--- src/rtl/line_fetch_pkg.sv ---
// Shared types and sizing helpers for the line fetch sequencer.
// Row index widths never collapse to zero bits, even for single-row memories.
package line_fetch_pkg;

  localparam int DEF_IMG_ROWS = 32;
  localparam int DEF_TPL_ROWS = 8;

  typedef enum logic [1:0] {
    IDLE  = 2'd0,
    ISSUE = 2'd1,
    HOLD  = 2'd2,
    DONE  = 2'd3
  } fsm_state_e;

  function automatic int row_w(input int rows);
    return (rows > 1) ? $clog2(rows) : 1;
  endfunction

  function automatic int img_row_w(input int img_rows);
    return row_w(img_rows);
  endfunction

  function automatic int tpl_row_w(input int tpl_rows);
    return row_w(tpl_rows);
  endfunction

endpackage

--- src/rtl/line_fetch_ctrl_if.sv ---
// Handshake bundle between the line fetch sequencer and the line memories / matcher.
// The abort input exists only when LINE_FETCH_CTRL_ABORT_EN is defined.
interface line_fetch_ctrl_if #(
  parameter int IMG_ROWS = line_fetch_pkg::DEF_IMG_ROWS,
  parameter int TPL_ROWS = line_fetch_pkg::DEF_TPL_ROWS
);
  localparam int IMG_ROW_W = line_fetch_pkg::img_row_w(IMG_ROWS);
  localparam int TPL_ROW_W = line_fetch_pkg::tpl_row_w(TPL_ROWS);

  logic                 start;
  logic                 stall;
`ifdef LINE_FETCH_CTRL_ABORT_EN
  logic                 abort;
`endif
  logic                 rd_req;
  logic                 rd_ack;
  logic [IMG_ROW_W-1:0] img_row;
  logic [TPL_ROW_W-1:0] tpl_row;
  logic                 win_valid;
  logic                 win_first;
  logic                 win_last;
  logic                 busy;
  logic                 done;

  modport master (
`ifdef LINE_FETCH_CTRL_ABORT_EN
    input  abort,
`endif
    input  start, stall, rd_ack,
    output rd_req, img_row, tpl_row, win_valid, win_first, win_last, busy, done
  );

  modport slave (
`ifdef LINE_FETCH_CTRL_ABORT_EN
    output abort,
`endif
    output start, stall, rd_ack,
    input  rd_req, img_row, tpl_row, win_valid, win_first, win_last, busy, done
  );

endinterface

--- src/rtl/win_row_counter.sv ---
// Nested window-position / template-row counter; template rows run from the top row
// down to 0 while the stored index counts up from 0, so reset leaves every counter at 0.
module win_row_counter #(
  parameter int IMG_ROWS = line_fetch_pkg::DEF_IMG_ROWS,
  parameter int TPL_ROWS = line_fetch_pkg::DEF_TPL_ROWS,
  localparam int IMG_ROW_W = line_fetch_pkg::img_row_w(IMG_ROWS),
  localparam int TPL_ROW_W = line_fetch_pkg::tpl_row_w(TPL_ROWS)
) (
  input  logic                 CLK,
  input  logic                 RST_N,
  input  logic                 clr,
  input  logic                 adv,
  output logic [TPL_ROW_W-1:0] tpl_row,
  output logic [IMG_ROW_W-1:0] win_pos,
  output logic                 last
);
  localparam logic [TPL_ROW_W-1:0] TPL_MAX = TPL_ROW_W'(TPL_ROWS - 1);
  localparam logic [IMG_ROW_W-1:0] POS_MAX = IMG_ROW_W'(IMG_ROWS - TPL_ROWS);

  logic [TPL_ROW_W-1:0] tpl_idx_reg;
  logic [IMG_ROW_W-1:0] win_pos_reg;
  logic                 tpl_wrap;

  assign tpl_wrap = (tpl_idx_reg == TPL_MAX);
  assign last     = tpl_wrap && (win_pos_reg == POS_MAX);
  assign tpl_row  = TPL_MAX - tpl_idx_reg;
  assign win_pos  = win_pos_reg;

  always_ff @(posedge CLK or negedge RST_N) begin
    if (!RST_N) begin
      tpl_idx_reg <= '0;
      win_pos_reg <= '0;
    end else if (clr) begin
      tpl_idx_reg <= '0;
      win_pos_reg <= '0;
    end else if (adv) begin
      if (tpl_wrap) begin
        tpl_idx_reg <= '0;
        win_pos_reg <= last ? '0 : win_pos_reg + 1'b1;
      end else begin
        tpl_idx_reg <= tpl_idx_reg + 1'b1;
      end
    end
  end

endmodule

--- src/rtl/line_fetch_ctrl.sv ---
// Paired image/template line-read sequencer feeding the template matcher's input buffer.
// Optional LINE_FETCH_CTRL_ABORT_EN adds an abort pulse that returns to IDLE without done.
module line_fetch_ctrl
  import line_fetch_pkg::*;
#(
  parameter int IMG_ROWS = DEF_IMG_ROWS,
  parameter int TPL_ROWS = DEF_TPL_ROWS
) (
  input logic               CLK,
  input logic               RST_N,
  line_fetch_ctrl_if.master bus
);
  localparam int IMG_ROW_W = img_row_w(IMG_ROWS);
  localparam int TPL_ROW_W = tpl_row_w(TPL_ROWS);
  localparam logic [TPL_ROW_W-1:0] TPL_MAX = TPL_ROW_W'(TPL_ROWS - 1);

  fsm_state_e           state_reg, state_next;
  logic [TPL_ROW_W-1:0] tpl_row;
  logic [IMG_ROW_W-1:0] win_pos;
  logic                 cnt_last;
  logic                 abort;
  logic                 ack_accept;
  logic                 rd_req, busy, done;
  logic                 win_valid_reg, win_first_reg, win_last_reg;

`ifdef LINE_FETCH_CTRL_ABORT_EN
  assign abort = bus.abort;
`else
  assign abort = 1'b0;
`endif

  // An ack only counts while a request is actually presented and no abort is pending.
  assign ack_accept = (state_reg == ISSUE) && bus.rd_ack && !abort;

  win_row_counter #(
    .IMG_ROWS(IMG_ROWS),
    .TPL_ROWS(TPL_ROWS)
  ) u_counter (
    .CLK    (CLK),
    .RST_N  (RST_N),
    .clr    (abort),
    .adv    (ack_accept),
    .tpl_row(tpl_row),
    .win_pos(win_pos),
    .last   (cnt_last)
  );

  always_ff @(posedge CLK or negedge RST_N) begin
    if (!RST_N) begin
      state_reg <= IDLE;
    end else begin
      state_reg <= state_next;
    end
  end

  always_comb begin
    state_next = state_reg;
    rd_req     = (state_reg == ISSUE);
    busy       = (state_reg != IDLE);
    done       = (state_reg == DONE);
    if (abort) begin
      state_next = IDLE;
    end else begin
      case (state_reg)
        IDLE:    if (bus.start) state_next = bus.stall ? HOLD : ISSUE;
        HOLD:    if (!bus.stall) state_next = ISSUE;
        ISSUE: begin
          // Stall only takes effect once the outstanding request has been acked.
          if (bus.rd_ack) begin
            if (cnt_last) begin
              state_next = DONE;
            end else if (bus.stall) begin
              state_next = HOLD;
            end
          end
        end
        DONE:    state_next = IDLE;
        default: state_next = IDLE;
      endcase
    end
  end

  // Flags describe the pair the input buffer captures on the ack edge.
  always_ff @(posedge CLK or negedge RST_N) begin
    if (!RST_N) begin
      win_valid_reg <= 1'b0;
      win_first_reg <= 1'b0;
      win_last_reg  <= 1'b0;
    end else begin
      win_valid_reg <= ack_accept;
      win_first_reg <= ack_accept && (tpl_row == TPL_MAX);
      win_last_reg  <= ack_accept && (tpl_row == '0);
    end
  end

  assign bus.rd_req    = rd_req;
  assign bus.img_row   = rd_req ? (win_pos + IMG_ROW_W'(tpl_row)) : '0;
  assign bus.tpl_row   = rd_req ? tpl_row : '0;
  assign bus.win_valid = win_valid_reg;
  assign bus.win_first = win_first_reg;
  assign bus.win_last  = win_last_reg;
  assign bus.busy      = busy;
  assign bus.done      = done;

endmodule
--- src/flat_wrapper.sv ---
// flat-port wrapper written by rule: the top's interface ports become plain ports
module line_fetch_ctrl_flat import line_fetch_pkg::*;
#(
  parameter int IMG_ROWS = DEF_IMG_ROWS,
  parameter int TPL_ROWS = DEF_TPL_ROWS
)
  (CLK, RST_N, bus_start, bus_stall, bus_rd_ack, bus_rd_req, bus_img_row, bus_tpl_row, bus_win_valid, bus_win_first, bus_win_last, bus_busy, bus_done);
  line_fetch_ctrl_if #(.IMG_ROWS(IMG_ROWS), .TPL_ROWS(TPL_ROWS)) bus_i ();
  input logic CLK;
  input logic RST_N;
  input wire logic [$bits(bus_i.start)-1:0] bus_start;
  input wire logic [$bits(bus_i.stall)-1:0] bus_stall;
  input wire logic [$bits(bus_i.rd_ack)-1:0] bus_rd_ack;
  output wire logic [$bits(bus_i.rd_req)-1:0] bus_rd_req;
  output wire logic [$bits(bus_i.img_row)-1:0] bus_img_row;
  output wire logic [$bits(bus_i.tpl_row)-1:0] bus_tpl_row;
  output wire logic [$bits(bus_i.win_valid)-1:0] bus_win_valid;
  output wire logic [$bits(bus_i.win_first)-1:0] bus_win_first;
  output wire logic [$bits(bus_i.win_last)-1:0] bus_win_last;
  output wire logic [$bits(bus_i.busy)-1:0] bus_busy;
  output wire logic [$bits(bus_i.done)-1:0] bus_done;
  assign bus_i.start = bus_start;
  assign bus_i.stall = bus_stall;
  assign bus_i.rd_ack = bus_rd_ack;
  assign bus_rd_req = bus_i.rd_req;
  assign bus_img_row = bus_i.img_row;
  assign bus_tpl_row = bus_i.tpl_row;
  assign bus_win_valid = bus_i.win_valid;
  assign bus_win_first = bus_i.win_first;
  assign bus_win_last = bus_i.win_last;
  assign bus_busy = bus_i.busy;
  assign bus_done = bus_i.done;
  line_fetch_ctrl #(.IMG_ROWS(IMG_ROWS), .TPL_ROWS(TPL_ROWS)) u_core (.CLK(CLK), .RST_N(RST_N), .bus(bus_i));
endmodule
--- config.mk ---
export PLATFORM = sky130hd
export DESIGN_NAME = line_fetch_ctrl_flat
export DESIGN_NICKNAME = d
export VERILOG_FILES = /design/src/rtl/line_fetch_pkg.sv /design/src/rtl/line_fetch_ctrl_if.sv /design/src/rtl/win_row_counter.sv /design/src/rtl/line_fetch_ctrl.sv /design/src/flat_wrapper.sv
export SDC_FILE = /design/constraint.sdc
export NUM_CORES = 1
export LEC_CHECK = 0
export BUFFER_PORTS_ARGS = -buffer_cell sky130_fd_sc_hd__buf_4
export CAP_MARGIN = 20
export CORE_MARGIN = 4
export CORE_UTILIZATION = 51
export DETAILED_ROUTE_END_ITERATION = 12
export GPL_ROUTABILITY_DRIVEN = 0
export PLACE_DENSITY = 0.76
export SLEW_MARGIN = 20
export SYNTH_ARGS = -nofsm -noshare
export SYNTH_HDL_FRONTEND = slang
export SYNTH_SLANG_ARGS = --single-unit
--- constraint.sdc ---
create_clock -name CLK -period 2.6 [get_ports CLK]
set_input_delay 0.65 -clock CLK [delete_from_list [all_inputs] [get_ports CLK]]
set_output_delay 0.65 -clock CLK [all_outputs]
set_load 0.02 [all_outputs]
After elaboration in Yosys (flattened, before gate mapping)
Cells that the tools add are included.
{"block": "totals", "regBits": 13, "output_inout_bits": 14}
{"block": "op_classes", "addsub": 4, "n_eq_ne": 10, "n_mux": 11, "reduce_logical": 9}
{"cell": "2-bit 2-to-1 mux", "count": 6}
{"cell": "5-bit 2-to-1 mux", "count": 2}
{"cell": "2-bit case mux with 4 select lines", "count": 1}
{"cell": "3-bit equality test, second input constant", "count": 2}
{"cell": "3-bit 2-to-1 mux", "count": 2}
{"cell": "2-bit != test, second input constant", "count": 3}
{"cell": "5-bit by 1-bit adder with 5-bit output, second input constant", "count": 1}
{"cell": "5-bit by 3-bit adder with 5-bit output", "count": 1}
{"cell": "5-bit equality test, second input constant", "count": 1}
{"cell": "2-bit equality test, second input constant", "count": 2}
{"cell": "1-bit logical AND", "count": 4}
{"cell": "4-bit AND reduction", "count": 1}
{"cell": "3-bit by 1-bit adder with 3-bit output, second input constant", "count": 1}
{"cell": "3-bit zero test", "count": 1}
{"cell": "3-bit != test, second input constant", "count": 1}
{"cell": "3-bit subtractor, first input constant", "count": 1}
{"cell": "2-bit by 1-bit equality test with 1-bit output, second input constant", "count": 1}
{"cell": "2-bit zero test", "count": 1}
{"cell": "2-bit AND reduction", "count": 1}
{"cell": "2-bit nonzero test", "count": 1}

Depth between registers and ports, before layout
{"block": "logic_depth", "word_depth": 5, "ltp_mapped": 8}

Hierarchy
A second synthesis with hierarchy kept.
{"block": "unflattened", "cells_unflattened": 96, "area_unflattened_um2": 868.3}
{"mod": "win_row_counter", "instances": 1, "cells_per_inst": 49, "area_each_um2": 454.2, "seq_area_each_um2": 200.2}
{"mod": "line_fetch_ctrl", "instances": 1, "cells_per_inst": 47, "area_each_um2": 414.1, "seq_area_each_um2": 125.1}

Least setup slack after synthesis
Ideal clock, no wire load.
{"block": "synth_timing", "kind": "register -> output", "start": "reg u_core.u_counter.tpl_idx_reg[0]", "end": "out bus_img_row[4]", "arrival_time_ns": 1.695, "slack_ns": 0.255, "stages_incl_launch_ff": 9, "n_path_buf": 0, "path_cell_list": "dfrtp_1 > inv_1 > ha_1 > inv_1 > fa_1 > nor2b_1 > o21ai_0 > xor2_1 > nor2_1"}
{"block": "synth_via", "elab_chain_len": 3}
{"element": "from (decl)", "line": "win_row_counter.sv:20", "rtl": "logic [TPL_ROW_W-1:0] tpl_idx_reg;"}
{"element": "from (signal assigned)", "line": "win_row_counter.sv:41", "rtl": "tpl_idx_reg <= tpl_idx_reg + 1'b1;"}
{"element": "3-bit subtractor", "line": "win_row_counter.sv:26", "rtl": "assign tpl_row = TPL_MAX - tpl_idx_reg;"}
{"element": "5-bit by 3-bit adder with 5-bit output", "line": "line_fetch_ctrl.sv:97", "rtl": "assign bus.img_row = rd_req ? (win_pos + IMG_ROW_W'(tpl_row)) : '0;"}
{"element": "5-bit 2-to-1 mux", "line": "line_fetch_ctrl.sv:97"}
{"element": "to (decl)", "line": "flat_wrapper.sv:15", "rtl": "output wire logic [$bits(bus_i.img_row)-1:0] bus_img_row;"}
Every way passes these cells.

Worst setup path in the final report
Same ends and word-level chain as after synthesis.

==> flow_summary.json <==
{
  "outcome": "complete, no violations",
  "synthFlopType": "dfrtp_1",
  "ant_nets": 0,
  "final_cells": 128,
  "place_ws_ps": 210.8,
  "antenna_cells": 0,
  "track_usage_pct": 19.51,
  "pin_count": 19,
  "yosysSeqAreaShare_pct": 40.56,
  "fmax_mhz": 396.5,
  "cts_root_buf": "clkbuf_4",
  "drc_errors": 0,
  "cts_buffer_depth": 2,
  "htreeDepth": 1,
  "wl_per_cell_microns": 14.21,
  "avgSynthCellArea_sq_um": 9.114,
  "fp.dieW_microns": 47.66,
  "setup_violations": 0,
  "wirelength_microns": 1819,
  "die-height_microns": 47.66,
  "fill_cells": 126,
  "slew_headroom_pct": 73.75,
  "p_leak_nw": 0.5407,
  "vias": 691,
  "clock_latency_ps": 280,
  "yosysUniqueCellTypes": 30,
  "hold_viol_final": 0,
  "antenna_found_initial": 0,
  "cts.sinks": 13,
  "first_pass_iters": 5,
  "worst_slack_ps": 78.05,
  "cts.reportedPaths.clkPinSlew_ps": 80,
  "whs_ps": 195.5,
  "grt_max_degree": 14,
  "synth-edff-count": 0,
  "regArea_sq_um": 327.8,
  "async_reset_ff_share_pct": 100.0,
  "synth_cells": 88,
  "largest_reg_flops": 5,
  "grt-ovfl-total": 0,
  "start_util_pct": 53.87,
  "synth_seq_cells": 13,
  "drv_slew": 0,
  "worst_r2r_endpoint": "u_core.u_counter.tpl_idx_reg[0]$_DFFE_PN0N_",
  "ir_drop_v": 0.0006949,
  "grt_pass1_vias": 646,
  "period_share_pct": 97.00,
  "hold_path.class": "in2async",
  "multi_input_area_sq_um": 451.7,
  "layout.nets": 127,
  "area_delta_synth_final_pct": 27.92,
  "hpwlAfterDp_microns": 1338,
  "grt_pass1_wl_microns": 2960,
  "endpoint_kind": "output pin",
  "yosysWarnings": 0,
  "reg2reg_depth": 5,
  "r2r-start": "u_core.u_counter.tpl_idx_reg[0]$_DFFE_PN0N_",
  "critPathLaunch": "u_core.u_counter.tpl_idx_reg[0]$_DFFE_PN0N_",
  "power.density_mw_per_mm2": 1133,
  "cts-buffers-inserted": 3,
  "reg2reg_slack_ps": 1000,
  "tightest_slew_ps": 392.3,
  "synth_nets": 102,
  "die-area_sq_mm": 0.002271,
  "placed_cells": 120,
  "totalPowerFinal_w": 0.001162,
  "skew_ps": 1.712,
  "crit_fanout": 2,
  "critPathCapture": "bus_img_row[4]",
  "drtIter0Drc": 13,
  "finalCriticalPeriod_ps": 2522,
  "synthesis.area_sq_um": 802.0,
  "fp.coreArea_sq_mm": 0.001489,
  "via_per_inst": 5.398,
  "max_cap_viol_count": 0,
  "drive_above_1_share_pct": 32.14,
  "critPathKind": "reg2out",
  "required_ps": 1950,
  "std_cell_rows": 14,
  "fin_util_pct": 68.91,
  "cts_tree": "done",
  "critPathLaunchType": "flip-flop",
  "io_buffers": 18,
  "crit_arrival_ps": 1870
}
worst max-delay path, cell delays in order (launching register included):
cell	delay, ps
dfrtp_1	390
inv_2	80
ha_4	120
inv_1	40
fa_2	340
nor2b_2	130
o21ai_1	80
xor2_1	150
nor2_1	100
buf_4	160
routing by layer:
layer | up-vias | GRT usage [%] | routed length, microns
li1 | 344 | - | -
met1 | 319 | 24.83 | 786
met2 | 23 | 30.75 | 851
met3 | 5 | 3.759 | 136
met4 | 0 | 11.29 | 45
met5 | - | 0 | 0
layout by cell type (no fill, tap or decap), types with 2 or more instances in the layout:
| cell | n |
|---|---|
| and3_1 | 2 |
| buf_4 | 22 |
| inv_1 | 8 |
| clkbuf_4 | 3 |
| dfrtp_2 | 2 |
| nor2_1 | 10 |
| o21ai_0 | 8 |
| nand3_1 | 6 |
| nand2_1 | 5 |
| nor2b_1 | 3 |
| xor2_1 | 2 |
| dfrtp_1 | 11 |
| ha_1 | 7 |
Yosys cell counts (2+ instances only):
cell | number | share of area (%)
and3_1 | 2 | 1.6
dfrtp_1 | 13 | 41
ha_1 | 8 | 12
inv_1 | 9 | 4.2
nand2_1 | 5 | 2.3
nand3_1 | 6 | 3.7
nor2_1 | 10 | 4.7
nor2b_1 | 4 | 3.1
o21ai_0 | 9 | 5.6
xor2_1 | 2 | 2.2
what timing repair did:
| item | in CTS | in global routing |
|---|---|---|
| gates resized for setup | 4 | 4 |
| setup endpoints to repair | 1 | 2 |
| setup buffers | 2 | 2 |
| hold buffers | 0 | 0 |
cell type report:
type	instances	share of cell area, %
clock buffer	3	2.195
timing repair buffer	22	16.10
sequential	13	31.95
inverter	9	3.293
multi-input combinational	64	44.02
clock inverter	1	0.4878
tap	16	1.951
through the flow:
step           instance area [sq um]  setup TNS (ps)
5_1_grt                         1026          -34.13
3_3_place_gp                   948.4               0
2_1_floorplan                  802.0               0
6_report                        1026               0
4_1_cts                        996.0               0
3_5_place_dp                   948.4               0
where the power goes:
part	internal [W]	switching, W
logic	0.000331	0.000363
registers	0.000265	0.0000773
clock network	0.0000572	0.0000683
kinds of logic after synthesis:
group / Yosys count / synth area share, %
flip-flops: 13 / 40.56
buffers and inverters: 11 / 5.303
adder cells (fa/ha/maj): 9 / 14.98
AND/OR/NAND/NOR: 38 / 26.06
XOR/XNOR: 2 / 2.184
AO/OA/AOI/OAI: 15 / 10.92
worst min path at each step:
stage | slack, ps | endpoint | cells past startpoint | startpoint
after detailed placement | 500 | u_core.bus.win_first$_DFF_PN0_ | 1 | RST_N
after global routing | 180 | u_core.bus.win_valid$_DFF_PN0_ | 1 | RST_N
after global placement | 500 | u_core.bus.win_valid$_DFF_PN0_ | 1 | RST_N
final | 200 | u_core.state_reg[1]$_DFFE_PN0P_ | 1 | RST_N
after floorplan | 350 | u_core.bus.win_first$_DFF_PN0_ | 0 | RST_N
after CTS | 190 | u_core.bus.win_first$_DFF_PN0_ | 1 | RST_N
(Power assumes the default switching activity.)
